[src/rtl/snake_pkg.sv]
`default_nettype none
// ============================================================================
// Module      : snake_pkg
// Description : Shared types and constants for the snake game and its
//               inter-board direction link.
// Revision    : 1.0 - initial release
// ============================================================================
package snake_pkg;

    typedef enum logic [2:0] {
        DIR_NONE  = 3'd0,
        DIR_UP    = 3'd1,
        DIR_DOWN  = 3'd2,
        DIR_RIGHT = 3'd3,
        DIR_LEFT  = 3'd4
    } dir_t;

    localparam int         DIR_CODE_W   = 3;
    localparam int         CLKS_PER_BIT = 564;   // 65 MHz / 115200 baud
    localparam logic [3:0] SYNC_NIBBLE  = 4'hA;

    typedef enum logic [1:0] {
        IDLE  = 2'd0,
        START = 2'd1,
        DATA  = 2'd2,
        STOP  = 2'd3
    } uart_tx_state_t;

endpackage
`default_nettype wire

[src/rtl/uart_tx_byte.sv]
`default_nettype none
// ============================================================================
// Module      : uart_tx_byte
// Description : UART 8N1 byte serializer with load/busy handshake; accepts a
//               new byte on the last stop-bit cycle for gapless frames.
// Revision    : 1.0 - initial release
// ============================================================================
module uart_tx_byte #(
    parameter int CLKS_PER_BIT = snake_pkg::CLKS_PER_BIT
) (
    input  logic       clk,
    input  logic       rst,
    input  logic       load,
    input  logic [7:0] data,
    output logic       tx,
    output logic       busy,
    output logic       idle,
    output logic       frame_end
);
    import snake_pkg::*;

    localparam int                CNT_W  = $clog2(CLKS_PER_BIT);
    localparam logic [CNT_W-1:0]  C_LAST = CNT_W'(CLKS_PER_BIT - 1);

    uart_tx_state_t     r_state;
    logic [CNT_W-1:0]   r_cnt;
    logic [2:0]         r_idx;
    logic [7:0]         r_data;
    logic               r_tx;
    logic               r_busy;

    logic               w_last;
    logic               w_accept;

    assign w_last    = (r_cnt == C_LAST);
    assign idle      = (r_state == IDLE);
    assign frame_end = (r_state == STOP) && w_last;
    assign w_accept  = load && (idle || frame_end);
    assign tx        = r_tx;
    assign busy      = r_busy;

    always_ff @(posedge clk) begin
        if (rst) begin
            r_state <= IDLE;
            r_cnt   <= '0;
            r_idx   <= 3'd0;
            r_data  <= 8'd0;
            r_tx    <= 1'b1;
            r_busy  <= 1'b0;
        end else if (w_accept) begin
            r_data  <= data;
            r_state <= START;
            r_cnt   <= '0;
            r_idx   <= 3'd0;
            r_tx    <= 1'b0;
            r_busy  <= 1'b1;
        end else begin
            case (r_state)
                IDLE: begin
                    r_cnt <= '0;
                end
                START: begin
                    if (w_last) begin
                        r_cnt   <= '0;
                        r_idx   <= 3'd0;
                        r_state <= DATA;
                        r_tx    <= r_data[0];
                    end else begin
                        r_cnt <= r_cnt + CNT_W'(1);
                    end
                end
                DATA: begin
                    if (w_last) begin
                        r_cnt <= '0;
                        if (r_idx == 3'd7) begin
                            r_state <= STOP;
                            r_tx    <= 1'b1;
                        end else begin
                            r_idx <= r_idx + 3'd1;
                            r_tx  <= r_data[r_idx + 3'd1];
                        end
                    end else begin
                        r_cnt <= r_cnt + CNT_W'(1);
                    end
                end
                STOP: begin
                    // A pending load on the last cycle was taken above.
                    if (w_last) begin
                        r_cnt   <= '0;
                        r_state <= IDLE;
                        r_busy  <= 1'b0;
                    end else begin
                        r_cnt <= r_cnt + CNT_W'(1);
                    end
                end
                default: begin
                    r_state <= IDLE;
                    r_tx    <= 1'b1;
                    r_busy  <= 1'b0;
                end
            endcase
        end
    end

endmodule
`default_nettype wire

[src/rtl/snake_dir_tx.sv]
`default_nettype none
// ============================================================================
// Module      : snake_dir_tx
// Description : Samples the local direction on each game tick and sends it to
//               the peer board as one UART byte {SYNC, seq, dir}.
// Revision    : 1.0 - initial release
// ============================================================================
module snake_dir_tx #(
    parameter int         CLKS_PER_BIT = snake_pkg::CLKS_PER_BIT,
    parameter logic [3:0] SYNC_NIBBLE  = snake_pkg::SYNC_NIBBLE
) (
    input  logic             clk,
    input  logic             rst,
    input  logic             clk_div,
    input  logic             en,
    input  snake_pkg::dir_t  dir,
    output logic             tx,
    output logic             busy,
    output logic             overrun
);
    import snake_pkg::*;

    logic                   r_clk_div_prv;
    logic                   r_seq;
    logic                   r_pend_v;
    dir_t                   r_pend_dir;
    logic                   r_overrun;

    logic                   w_tick;
    logic                   w_idle;
    logic                   w_frame_end;
    logic                   w_launch;
    logic [DIR_CODE_W-1:0]  w_launch_code;
    logic [7:0]             w_byte;

    assign w_tick        = en & clk_div & ~r_clk_div_prv;
    // A held pending byte always goes first; a fresh tick launches directly only from idle.
    assign w_launch      = r_pend_v ? (w_idle | w_frame_end) : (w_idle & w_tick);
    assign w_launch_code = r_pend_v ? r_pend_dir : dir;
    assign w_byte        = {SYNC_NIBBLE, r_seq, w_launch_code};
    assign overrun       = r_overrun;

    uart_tx_byte #(
        .CLKS_PER_BIT (CLKS_PER_BIT)
    ) u_ser (
        .clk       (clk),
        .rst       (rst),
        .load      (w_launch),
        .data      (w_byte),
        .tx        (tx),
        .busy      (busy),
        .idle      (w_idle),
        .frame_end (w_frame_end)
    );

    always_ff @(posedge clk) begin
        if (rst) begin
            r_clk_div_prv <= 1'b1;
            r_seq         <= 1'b0;
            r_pend_v      <= 1'b0;
            r_pend_dir    <= DIR_NONE;
            r_overrun     <= 1'b0;
        end else begin
            r_clk_div_prv <= clk_div;
            if (w_launch) begin
                r_seq <= ~r_seq;
            end
            if (w_tick && (!w_idle || r_pend_v)) begin
                r_pend_dir <= dir;
                r_pend_v   <= 1'b1;
                if (!w_idle && r_pend_v) begin
                    r_overrun <= 1'b1;
                end
            end else if (w_launch && r_pend_v) begin
                r_pend_v <= 1'b0;
            end
        end
    end

endmodule
`default_nettype wire
[config.mk]
export PLATFORM = sky130hd
export DESIGN_NAME = snake_dir_tx
export DESIGN_NICKNAME = d
export VERILOG_FILES = /design/src/rtl/snake_pkg.sv /design/src/rtl/uart_tx_byte.sv /design/src/rtl/snake_dir_tx.sv
export SDC_FILE = /design/constraint.sdc
export NUM_CORES = 1
export LEC_CHECK = 0
export ABC_AREA = 1
export BUFFER_PORTS_ARGS = -buffer_cell sky130_fd_sc_hd__buf_2
export CELL_PAD_IN_SITES_DETAIL_PLACEMENT = 0
export CELL_PAD_IN_SITES_GLOBAL_PLACEMENT = 1
export CORE_MARGIN = 2
export CORE_UTILIZATION = 47
export CTS_CLUSTER_SIZE = 10
export DETAILED_ROUTE_END_ITERATION = 7
export GPL_TIMING_DRIVEN = 0
export PLACE_DENSITY = 0.86
export SETUP_SLACK_MARGIN = 0.5
export SLEW_MARGIN = 25
export SYNTH_ARGS = -nofsm -noshare
export SYNTH_HDL_FRONTEND = slang
export SYNTH_SLANG_ARGS = --single-unit
[constraint.sdc]
create_clock -name clk -period 3.4 [get_ports clk]
set_input_delay 0.34 -clock clk [delete_from_list [all_inputs] [get_ports clk]]
set_output_delay 0.34 -clock clk [all_outputs]
set_load 0.01 [all_outputs]
==> results of run 1 <==
stage by stage:
step	instances	cell area, um2	hold slack (ns)	power, mW	setup slack [ns]
after floorplan	202	1515	0.4091	0.6984	1.907
after global placement	255	1615	0.4392	0.7709	1.710
after detailed placement	255	1615	0.4434	0.7731	1.704
after CTS	263	1685	0.1969	1.019	1.673
after global routing	263	1685	0.1927	1.107	1.539
final	263	1685	0.2109	1.012	1.677
routing by layer:
layer	share of wire, %	global-route usage [%]	wire length (um)
met5	0	0	0
met1	50	23.86	1443
met4	0.52	6.522	15
met3	3.3	6.610	96
met2	46	29.19	1324
worst paths after layout:
path | end | slack [ns] | cells after the start
setup reg to reg | u_ser.r_state[1]$_SDFFE_PP0P_ | 1.68 | 10
setup / recovery | u_ser.r_state[1]$_SDFFE_PP0P_ | 1.68 | 10
hold reg to reg | u_ser.r_cnt[0]$_SDFF_PP0_ | 0.46 | 1
hold / removal | r_clk_div_prv$_SDFF_PP1_ | 0.21 | 2
layout by cell type (no fill, tap or decap), drive strengths merged, types with 7 or more instances in the layout:
master,count
a21oi,11
nor2,44
clkbuf,7
nand2,41
inv,24
buf,10
dfxtp,29
ha,9
nand3,14
o21ai,13
sequential cells by signal (all words and copies together) (netlist names):
signal,cells
overrun,1
r_clk_div_prv,1
r_pend_dir,3
r_pend_v,1
r_seq,1
u_ser.busy,1
u_ser.r_cnt,10
u_ser.r_data,5
u_ser.r_idx,3
u_ser.r_state,2
u_ser.tx,1
power breakdown:
| part | internal (mW) | leakage [nW] | switching [mW] |
|---|---|---|---|
| logic | 0.132 | 0.457 | 0.236 |
| registers | 0.375 | 0.235 | 0.0289 |
| clock network | 0.120 | 0.0413 | 0.121 |
| total | 0.627 | 0.733 | 0.386 |
logic make-up after synthesis:
logic type / Yosys count / share of synthesized area, %
simple gates: 108 / 35.01
flops: 29 / 38.32
compound gates: 25 / 9.496
buf+inv: 25 / 6.276
fa+ha+maj: 9 / 7.432
xor+xnor: 6 / 3.468
area by class of cell:
cell class                 count  area share, %
clock buffer                   7          3.860
multi-input combinational    148          49.81
clock inverter                 1         0.2970
timing repair buffer           9          2.673
buffer                         1         0.2970
tap                           44          3.267
inverter                      24          5.345
sequential                    29          34.45
==> implementation parameters, run 1 <==
Parameter                              Value

Critical path
  Longest individual stage delay on the worst path    0.35 ns
  Largest fanout on the critical path    4
  Sum of buffers and inverters on the critical path    3
  Critical Path Source Type    flip-flop
  First element of the critical path    u_ser.r_state[0]$_SDFFE_PP0P_
  Data arrival time of the worst path    1.95 ns
  Critical path class    reg -> reg
  Worst setup EP type    flip-flop
  Series of cell instances along the critical path    inv_1, ha_1, inv_1, or2_1, inv_1, nor2_1, o21ai_0, nor2_1, a21oi_1, nor2_1
  Largest delay contributor family on the critical path    simple AND/OR/NAND/NOR gates
  Crit path max-delay cell type    sky130_fd_sc_hd__dfxtp_1
  Worst endpoint required time    3.63 ns
  Startpoint of the worst register-to-register path    u_ser.r_state[0]$_SDFFE_PP0P_

Logic synthesis
  Post-synth top cells    sky130_fd_sc_hd__nor2_1, sky130_fd_sc_hd__nand2_1, sky130_fd_sc_hd__dfxtp_1, sky130_fd_sc_hd__inv_1
  Synth top area share    38.32%
  Total nets after synthesis    around 220
  Average size of a mapped cell    7.501 um2
  Primary flip-flop cell chosen by synthesis mapping    sky130_fd_sc_hd__dfxtp_1
  Library cell occupying the most area in the post-synthesis netlist    sky130_fd_sc_hd__dfxtp_1
  Warnings, synthesis    0
  Post-synthesis instance total    202
  Number of flops mapped to enable cells by yosys    0
  Post-synth design cell area    1515 um2
  Synth area leaders    sky130_fd_sc_hd__dfxtp_1, sky130_fd_sc_hd__nor2_1, sky130_fd_sc_hd__nand2_1
  Number of distinct library cells after synthesis    27
  Flops & latches, synth    29
  Most repeated cell in the gate-level netlist after synthesis    sky130_fd_sc_hd__nor2_1
  Sequential fraction of the synthesis area    38.32%
  Async set-or-reset flop fraction in the synthesized netlist    0%

Global routing
  Overall track demand over capacity in global routing    between 10% and 20%
  Largest net degree at the start of global routing    11
  Grt ovf    0
  Number of global-route vias before repair    1216
  Global-route wire length before repair    5119 um
  Number of antenna violations at the first check in global routing    0

Clocking
  Count of hold-fix buffers inserted at cts    0
  Num CTS Buffers    5
  CTS resizes    0
  Maximum root-to-sink buffer count    2
  Worst-Skew Late Latency    0.33 ns
  Clock-pin slew of the registers on the worst-case setup and hold paths    0.09 ns
  Number of H-tree levels    2
  CTS tree    yes
  Buffer cell driving the clock tree root    sky130_fd_sc_hd__clkbuf_4
  Buffer count from post-CTS setup fixing    0
  Clock net sink count    29

Route
  Detailed-route DRC error count    0
  Detail-routed net length per standard cell    10.95 um
  Via density per instance    4.856
  Starting DRC count in detailed routing    49
  DRT Wirelength    2879 um
  Number of detailed-routing iterations run before antenna repair    5
  Count of nets left with antenna violations after detail routing    0
  Number of vias in the routed layout    1277

STA
  Final cycle utilization of the critical path    roughly half
  Number of endpoints with negative hold slack in the final report    0
  Final setup fails    0
  Worst slew pin tran    0.3627 ns
  Setup TNS    0 ns
  Max-slew headroom at the worst pin    75.82%
  Post-route clock skew    0.005600 ns
  Achievable clock frequency    slightly below 0.6 GHz
  Final worst path period need    between 1.5 and 2 ns
  Count of final max-slew check failures    0
  RSZ-0062 raised after global routing    false

Floorplan
  Total I/O pin count    10
  Area of the core    just over 3000 um2
  Area of the die    3694 um2
  Placement row count    20
  Die height    between 60 and 70 um
  Initial cell density of the core    49.63%
  Die width    60.78 um

Power and ir drop
  Worst supply voltage drop on vdd    approximately 0.30 mV
  Total leakage power    0.7331 nW
  Areal power density over the cells    600.5 nW/um2

Layout
  Layout-stage area growth over the synthesis result    11.23%
  Area of the multi-input gates    839.6 um2
  Net count reported at finish    234
  Ant diodes    0
  Flip-flop and latch area    between 500 and 600 um2
  Post-layout utilization of the core    55.20%
  Number of fill cells    327
  Fraction of layout instances using a drive strength above 1    18.72%

Placed design
  I/O Buffers    9
  Total half-perimeter wirelength after legalization and detailed placement    ~2200 um
  Final RePlAce weighted congestion    approximately 0.82

Min path
  Launch point of the worst hold path    clk_div
  Tightest Hold Check Type    in -> reg

Status
  Outcome    finished clean

Run
  Max Cap Violations    0
Note: power is estimated with default switching activity, not from simulation.
==> run 2, diff against run 1 <==
--- a/config.mk
+++ b/config.mk
@@ -10,11 +10,11 @@
 export CELL_PAD_IN_SITES_DETAIL_PLACEMENT = 0
 export CELL_PAD_IN_SITES_GLOBAL_PLACEMENT = 1
 export CORE_MARGIN = 2
-export CORE_UTILIZATION = 47
+export CORE_UTILIZATION = 39
 export CTS_CLUSTER_SIZE = 10
 export DETAILED_ROUTE_END_ITERATION = 7
 export GPL_TIMING_DRIVEN = 0
-export PLACE_DENSITY = 0.86
+export PLACE_DENSITY = 0.77
 export SETUP_SLACK_MARGIN = 0.5
 export SLEW_MARGIN = 25
 export SYNTH_ARGS = -nofsm -noshare
==> constraint.sdc (replaced) <==
create_clock -name clk -period 1.4 [get_ports clk]
set_input_delay 0.14 -clock clk [delete_from_list [all_inputs] [get_ports clk]]
set_output_delay 0.14 -clock clk [all_outputs]
set_load 0.01 [all_outputs]
==> run 2 against run 1 <==
Combinational power increased to 4.1 times the previous value. Final area grew 38%. Largest power group is now combinational logic. Clock power rose to 3.8 times the previous value. First-iteration DRC count grew 49%. Fmax increased by 19%. Die area is 19% higher. The flow now finishes with violations (setup timing). Global-route usage decreased by 0.60 points. Routed wire length increased by 31%. Total power rose to 3.4 times the previous value. Sequential share of layout area shrank 8.1 points. Clock-buffer cell count decreased by 1. Worst hold slack got worse by 0.14 ns.
==> implementation parameters, run 2 (synthesis gave the netlist of run 1 again) <==
Parameter                              Value

Critical path
  Data arrival time of the worst path    1.61 ns (was 1.95 ns)
  Critical Path Source Type    flip-flop (unchanged)
  Sum of buffers and inverters on the critical path    1 (was 3)
  Worst setup EP type    flip-flop (unchanged)
  Largest delay contributor family on the critical path    simple AND/OR/NAND/NOR gates (unchanged)
  Worst endpoint required time    1.57 ns (was 3.63 ns)
  Series of cell instances along the critical path    nor2_4, nand2_4, nor2_4, buf_6, nand3_4, nand2_8, nand2_8, nand4_4, nor2_1 (was inv_1, ha_1, inv_1, or2_1, inv_1, nor2_1, o21ai_0, nor2_1, a21oi_1, nor2_1)
  Longest individual stage delay on the worst path    0.36 ns (was 0.35 ns)
  Critical path class    reg -> reg (unchanged)
  Largest fanout on the critical path    5 (was 4)
  Crit path max-delay cell type    sky130_fd_sc_hd__dfxtp_4 (was sky130_fd_sc_hd__dfxtp_1)

Route
  Detailed-route DRC error count    0 (unchanged)
  Number of detailed-routing iterations run before antenna repair    5 (unchanged)
  Starting DRC count in detailed routing    73 (was 49)
  Count of nets left with antenna violations after detail routing    0 (unchanged)
  Via density per instance    4.925 (was 4.856)
  Number of vias in the routed layout    1443 (was 1277)
  Detail-routed net length per standard cell    12.90 um (was 10.95 um)
  DRT Wirelength    3780 um (was 2879 um)

STA
  RSZ-0062 raised after global routing    true (was false)
  Final worst path period need    1.442 ns (was 1.723 ns)
  Final setup fails    17 (was 0)
  Number of endpoints with negative hold slack in the final report    0 (unchanged)
  Count of final max-slew check failures    0 (unchanged)
  Worst slew pin tran    0.3156 ns (was 0.3627 ns)
  Post-route clock skew    0.004480 ns (was 0.005600 ns)
  Setup TNS    -0.3053 ns (was 0 ns)
  Achievable clock frequency    0.6934 GHz (was 0.5804 GHz)
  Final WS setup    -0.04224 ns (was 1.677 ns)
  Max-slew headroom at the worst pin    78.88% (was 75.82%)
  Final cycle utilization of the critical path    103.0% (was 50.68%)

Global routing
  Grt ovf    0 (unchanged)
  Number of global-route vias before repair    1407 (was 1216)
  Global-route wire length before repair    5913 um (was 5119 um)
  Overall track demand over capacity in global routing    18.05% (was 18.65%)
  Number of antenna violations at the first check in global routing    0 (unchanged)
  Largest net degree at the start of global routing    11 (unchanged)

Clocking
  Maximum root-to-sink buffer count    2 (unchanged)
  Worst-Skew Late Latency    0.28 ns (was 0.33 ns)
  Buffer cell driving the clock tree root    sky130_fd_sc_hd__clkbuf_8 (was sky130_fd_sc_hd__clkbuf_4)
  Clock-pin slew of the registers on the worst-case setup and hold paths    0.07 ns (was 0.09 ns)
  Number of H-tree levels    2 (unchanged)
  CTS tree    yes (unchanged)
  Num CTS Buffers    5 (unchanged)
  Clock net sink count    29 (unchanged)

Layout
  Largest reg by FF count    u_ser.r_cnt (unchanged)
  Layout-stage area growth over the synthesis result    53.01% (was 11.23%)
  Most frequent cells in the layout    sky130_fd_sc_hd__nand2_1, sky130_fd_sc_hd__nor2_1, sky130_fd_sc_hd__buf_4 (was sky130_fd_sc_hd__nor2_1, sky130_fd_sc_hd__nand2_1, sky130_fd_sc_hd__dfxtp_1)
  Fraction of layout instances using a drive strength above 1    51.43% (was 18.72%)
  Ant diodes    0 (unchanged)
  Most common library cell in the layout ignoring fill and taps    sky130_fd_sc_hd__nand2_1 (was sky130_fd_sc_hd__nor2_1)
  Number of standard cells in the final layout excluding fillers    293 (was 263)
  Largest register FFs    10 (unchanged)
  Registers with the most flip-flops    u_ser.r_cnt x10, u_ser.r_data x5 (unchanged)
  Net count reported at finish    260 (was 234)

Floorplan
  Die height    66.33 um (was 60.78 um)
  Placement row count    22 (was 20)
  Area of the die    4400 um2 (was 3694 um2)
  Total I/O pin count    10 (unchanged)
  Initial cell density of the core    41.08% (was 49.63%)
  Die width    66.33 um (was 60.78 um)
  Area of the core    3689 um2 (was 3053 um2)

Placed design
  I/O Buffers    9 (unchanged)
  Final RePlAce weighted congestion    0.7652 (was 0.8166)
  Total half-perimeter wirelength after legalization and detailed placement    2360 um (was 2163 um)
  Placed instance count    259 (was 255)

Run
  Max Cap Violations    0 (unchanged)

Power and ir drop
  Worst supply voltage drop on vdd    0.7927 mV (was 0.3001 mV)
  Total leakage power    0.9052 nW (was 0.7331 nW)
  Areal power density over the cells    1493 nW/um2 (was 600.5 nW/um2)
  Design Power    3.461 mW (was 1.012 mW)

Status
  Violations in the final reports    setup timing
  Outcome    finished, violations left (was finished clean)

Min path
  Tightest Hold Check Type    in -> reg (unchanged)
-- run 2: path summary, 6_finish.rpt --
| check | from | to | slack (ns) | depth (start not counted) |
|---|---|---|---|---|
| hold / removal | clk_div | r_clk_div_prv$_SDFF_PP1_ | 0.07 | 2 |
| setup reg to reg | u_ser.r_cnt[6]$_SDFF_PP0_ | u_ser.r_cnt[9]$_SDFF_PP0_ | -0.04 | 9 |
| hold reg to reg | u_ser.tx$_SDFFE_PP1P_ | u_ser.tx$_SDFFE_PP1P_ | 0.47 | 2 |
| setup / recovery | u_ser.r_cnt[6]$_SDFF_PP0_ | u_ser.r_cnt[9]$_SDFF_PP0_ | -0.04 | 9 |
-- run 2: cell type report --
type | count | area, um2
sequential | 29 | 610.6
timing repair buffer | 33 | 261.5
clock buffer | 6 | 82.58
multi-input combinational | 150 | 1156
fill | 313 | 1370
inverter | 24 | 105.1
tap | 48 | 60.06
buffer | 1 | 5.005
clock inverter | 2 | 37.54
-- run 2: power breakdown --
part | total (mW) | switching [mW] | internal, mW | leakage, nW
clock | 0.907 | 0.329 | 0.578 | 0.0574
sequential | 1.04 | 0.106 | 0.932 | 0.242
combinational | 1.52 | 0.823 | 0.692 | 0.605
total | 3.46 | 1.26 | 2.20 | 0.905
-- run 2: metrics by stage --
stage	hold slack, ns	setup WS [ns]	util (%)	area, um2
6_report	0.06633	-0.04224	62.86	2318
3_5_place_dp	0.3474	-0.09914	47.08	1737
2_1_floorplan	0.2091	0.02324	-	1632
4_1_cts	0.05032	-0.04495	57.53	2122
5_1_grt	0.06459	-0.2000	62.86	2318
3_3_place_gp	0.3449	-0.07448	47.08	1737
-- run 2: worst register-to-register path: cells and delay by family (launching register included) --
kind	cells	cell delay [ns]
simple gates	8	0.83
flops	1	0.36
buf+inv	1	0.13
-- run 2: repair_timing --
item,CTS,global route
resized for setup,39,32
pin swaps,22,13
gates cloned,2,0
hold buffers,0,0
endpoints found under the setup margin,28,31
buffers inserted,15,9
-- run 2: routing by layer --
metal	wire [um]	track usage, %
met3	123	4.770
met4	53	7.143
met1	1587	19.42
met5	0	0
met2	2015	33.13
==> run 3, diff against run 2 <==
--- a/config.mk
+++ b/config.mk
@@ -7,6 +7,7 @@
 export LEC_CHECK = 0
 export ABC_AREA = 1
 export BUFFER_PORTS_ARGS = -buffer_cell sky130_fd_sc_hd__buf_2
+export CAP_MARGIN = 20
 export CELL_PAD_IN_SITES_DETAIL_PLACEMENT = 0
 export CELL_PAD_IN_SITES_GLOBAL_PLACEMENT = 1
 export CORE_MARGIN = 2
@@ -14,6 +15,7 @@
 export CTS_CLUSTER_SIZE = 10
 export DETAILED_ROUTE_END_ITERATION = 7
 export GPL_TIMING_DRIVEN = 0
+export MAX_ROUTING_LAYER = met4
 export PLACE_DENSITY = 0.77
 export SETUP_SLACK_MARGIN = 0.5
 export SLEW_MARGIN = 25
==> run 3 against run 2 <==
The flow still finishes with violations (setup timing). Final area unchanged. Critical path type unchanged. Highest routed layer unchanged. Flip-flop and latch count stayed put. Non-clock buffer count is the same.
==> implementation parameters, run 3 (synthesis gave the netlist of run 1 again) <==
Parameter                              Value

Route
  Number of vias in the routed layout    1450 (was 1443)
  Detail-routed net length per standard cell    12.92 um (was 12.90 um)
  Number of detailed-routing iterations run before antenna repair    4 (was 5)
  Via density per instance    4.949 (was 4.925)
  Detailed-route DRC error count    0 (unchanged)
  DRT Wirelength    3785 um (was 3780 um)
  Count of nets left with antenna violations after detail routing    0 (unchanged)
  Starting DRC count in detailed routing    81 (was 73)

Floorplan
  Die height    66.33 um (unchanged)
  Die width    66.33 um (unchanged)
  Initial cell density of the core    41.08% (unchanged)
  Area of the die    4400 um2 (unchanged)
  Total I/O pin count    10 (unchanged)
  Placement row count    22 (unchanged)
  Area of the core    3689 um2 (unchanged)

STA
  Final WS setup    -0.04411 ns (was -0.04224 ns)
  Final setup fails    17 (unchanged)
  Achievable clock frequency    0.6925 GHz (was 0.6934 GHz)
  Worst slew pin tran    0.3156 ns (about the same)
  Count of final max-slew check failures    0 (unchanged)
  Max-slew headroom at the worst pin    78.88% (unchanged)
  Final worst path period need    1.444 ns (was 1.442 ns)
  Number of endpoints with negative hold slack in the final report    0 (unchanged)
  Final cycle utilization of the critical path    103.2% (was 103.0%)
  RSZ-0062 raised after global routing    true (unchanged)
  Post-route clock skew    0.005233 ns (was 0.004480 ns)

Placed design
  Total half-perimeter wirelength after legalization and detailed placement    2360 um (unchanged)
  Final RePlAce weighted congestion    0.7754 (was 0.7652)
  I/O Buffers    9 (unchanged)
  Setup slack at placement    -0.09914 ns (unchanged)

Critical path
  Worst endpoint required time    1.57 ns (about the same)
  Critical Path Source Type    flip-flop (unchanged)
  Critical path class    reg -> reg (unchanged)
  Data arrival time of the worst path    1.62 ns (was 1.61 ns)
  Largest fanout on the critical path    5 (unchanged)
  Worst setup EP type    flip-flop (unchanged)

Power and ir drop
  Areal power density over the cells    1495 nW/um2 (was 1493 nW/um2)
  Total leakage power    0.9052 nW (unchanged)
  Design Power    3.466 mW (was 3.461 mW)
  Worst supply voltage drop on vdd    0.7944 mV (was 0.7927 mV)

Run
  Max Cap Violations    0 (unchanged)

Clocking
  Num CTS Buffers    5 (unchanged)
  Clock net sink count    29 (unchanged)
  Count of hold-fix buffers inserted at cts    0 (unchanged)
  Clock-pin slew of the registers on the worst-case setup and hold paths    0.07 ns (about the same)
  Maximum root-to-sink buffer count    2 (unchanged)
  Buffer cell driving the clock tree root    sky130_fd_sc_hd__clkbuf_8 (unchanged)
  CTS tree    yes (unchanged)
  Number of H-tree levels    2 (unchanged)
  Worst-Skew Late Latency    0.28 ns (about the same)

Layout
  Net count reported at finish    260 (unchanged)
  Layout-stage area growth over the synthesis result    53.01% (unchanged)
  Largest register FFs    10 (unchanged)
  Registers with the most flip-flops    u_ser.r_cnt x10, u_ser.r_data x5 (unchanged)
  Most frequent cells in the layout    sky130_fd_sc_hd__nand2_1, sky130_fd_sc_hd__nor2_1, sky130_fd_sc_hd__buf_4 (unchanged)
  Ant diodes    0 (unchanged)
  Number of fill cells    313 (unchanged)
  Largest reg by FF count    u_ser.r_cnt (unchanged)
  Post-layout utilization of the core    62.86% (unchanged)
  Fraction of layout instances using a drive strength above 1    51.43% (unchanged)
  Most common library cell in the layout ignoring fill and taps    sky130_fd_sc_hd__nand2_1 (unchanged)

Min path
  Tightest Hold Check Type    in -> reg (unchanged)

Global routing
  Number of global-route vias before repair    1403 (was 1407)
  Overall track demand over capacity in global routing    18.52% (was 18.05%)
  Grt ovf    0 (unchanged)
  Global-route wire length before repair    5920 um (was 5913 um)
  Number of antenna violations at the first check in global routing    0 (unchanged)
  Largest net degree at the start of global routing    11 (unchanged)

Status
  Violations in the final reports    setup timing (unchanged)
  Outcome    finished, violations left (unchanged)
-- run 3: cell counts in the layout (fill, tap and decap cells not counted) --
No cell type changed its count.
-- run 3: layer usage --
layer	vias up	track usage (%)	part of all wire (%)
li1	736	-	-
met1	691	19.31	43
met2	15	33.25	53
met3	8	4.770	2.7
met4	0	7.143	1.4
met5	-	-	0
-- run 3: layout make-up --
| class | count | area [um2] | share of cell area [%] |
|---|---|---|---|
| Buffer | 1 | 5.005 | 0.2159 |
| Clock buffer | 6 | 82.58 | 3.562 |
| Clock inverter | 2 | 37.54 | 1.619 |
| Inverter | 24 | 105.1 | 4.533 |
| Multi-Input combinational cell | 150 | 1156 | 49.87 |
| Sequential cell | 29 | 610.6 | 26.34 |
| Tap cell | 48 | 60.06 | 2.590 |
| Timing Repair Buffer | 33 | 261.5 | 11.28 |
-- run 3: where the power goes --
group | internal (mW) | switching, mW | total (mW) | leakage, nW
combinational | 0.694 | 0.825 | 1.52 | 0.605
sequential | 0.932 | 0.106 | 1.04 | 0.242
clock | 0.578 | 0.331 | 0.908 | 0.0574
-- run 3: final timing paths --
path | endpoint | from | depth (start not counted) | slack [ns]
worst max-delay path | u_ser.r_cnt[9]$_SDFF_PP0_ | u_ser.r_cnt[6]$_SDFF_PP0_ | 9 | -0.04
worst min-delay path | r_clk_div_prv$_SDFF_PP1_ | clk_div | 2 | 0.07
worst max register to register | u_ser.r_cnt[9]$_SDFF_PP0_ | u_ser.r_cnt[6]$_SDFF_PP0_ | 9 | -0.04
worst min register to register | u_ser.tx$_SDFFE_PP1P_ | u_ser.tx$_SDFFE_PP1P_ | 2 | 0.47
-- run 3: stage by stage --
| step | instance area (um2) | setup TNS [ns] | hold slack, ns | instances |
|---|---|---|---|---|
| 6_report | 2318 | -0.3150 | 0.06558 | 293 |
| 5_1_grt | 2318 | -2.049 | 0.06475 | 293 |
| 4_1_cts | 2122 | -0.09125 | 0.05032 | 284 |
| 3_5_place_dp | 1737 | -0.2440 | 0.3474 | 259 |
| 3_3_place_gp | 1737 | -0.1711 | 0.3449 | 259 |
| 2_1_floorplan | 1632 | 0 | 0.2091 | 202 |
-- run 3: what timing repair did --
action	4_1_cts	5_1_grt
endpoints found under the setup margin	28	31
gates cloned	2	0
pin swaps	22	13
buffers inserted	15	9
resized for setup	39	32
-- run 3: critical path, stage by stage, from the launching register on --
cell	delay [ns]
sky130_fd_sc_hd__dfxtp_4	0.36
sky130_fd_sc_hd__nor2_4	0.12
sky130_fd_sc_hd__nand2_4	0.07
sky130_fd_sc_hd__nor2_4	0.13
sky130_fd_sc_hd__buf_6	0.13
sky130_fd_sc_hd__nand3_4	0.11
sky130_fd_sc_hd__nand2_8	0.12
sky130_fd_sc_hd__nand2_8	0.08
sky130_fd_sc_hd__nand4_4	0.13
sky130_fd_sc_hd__nor2_1	0.07
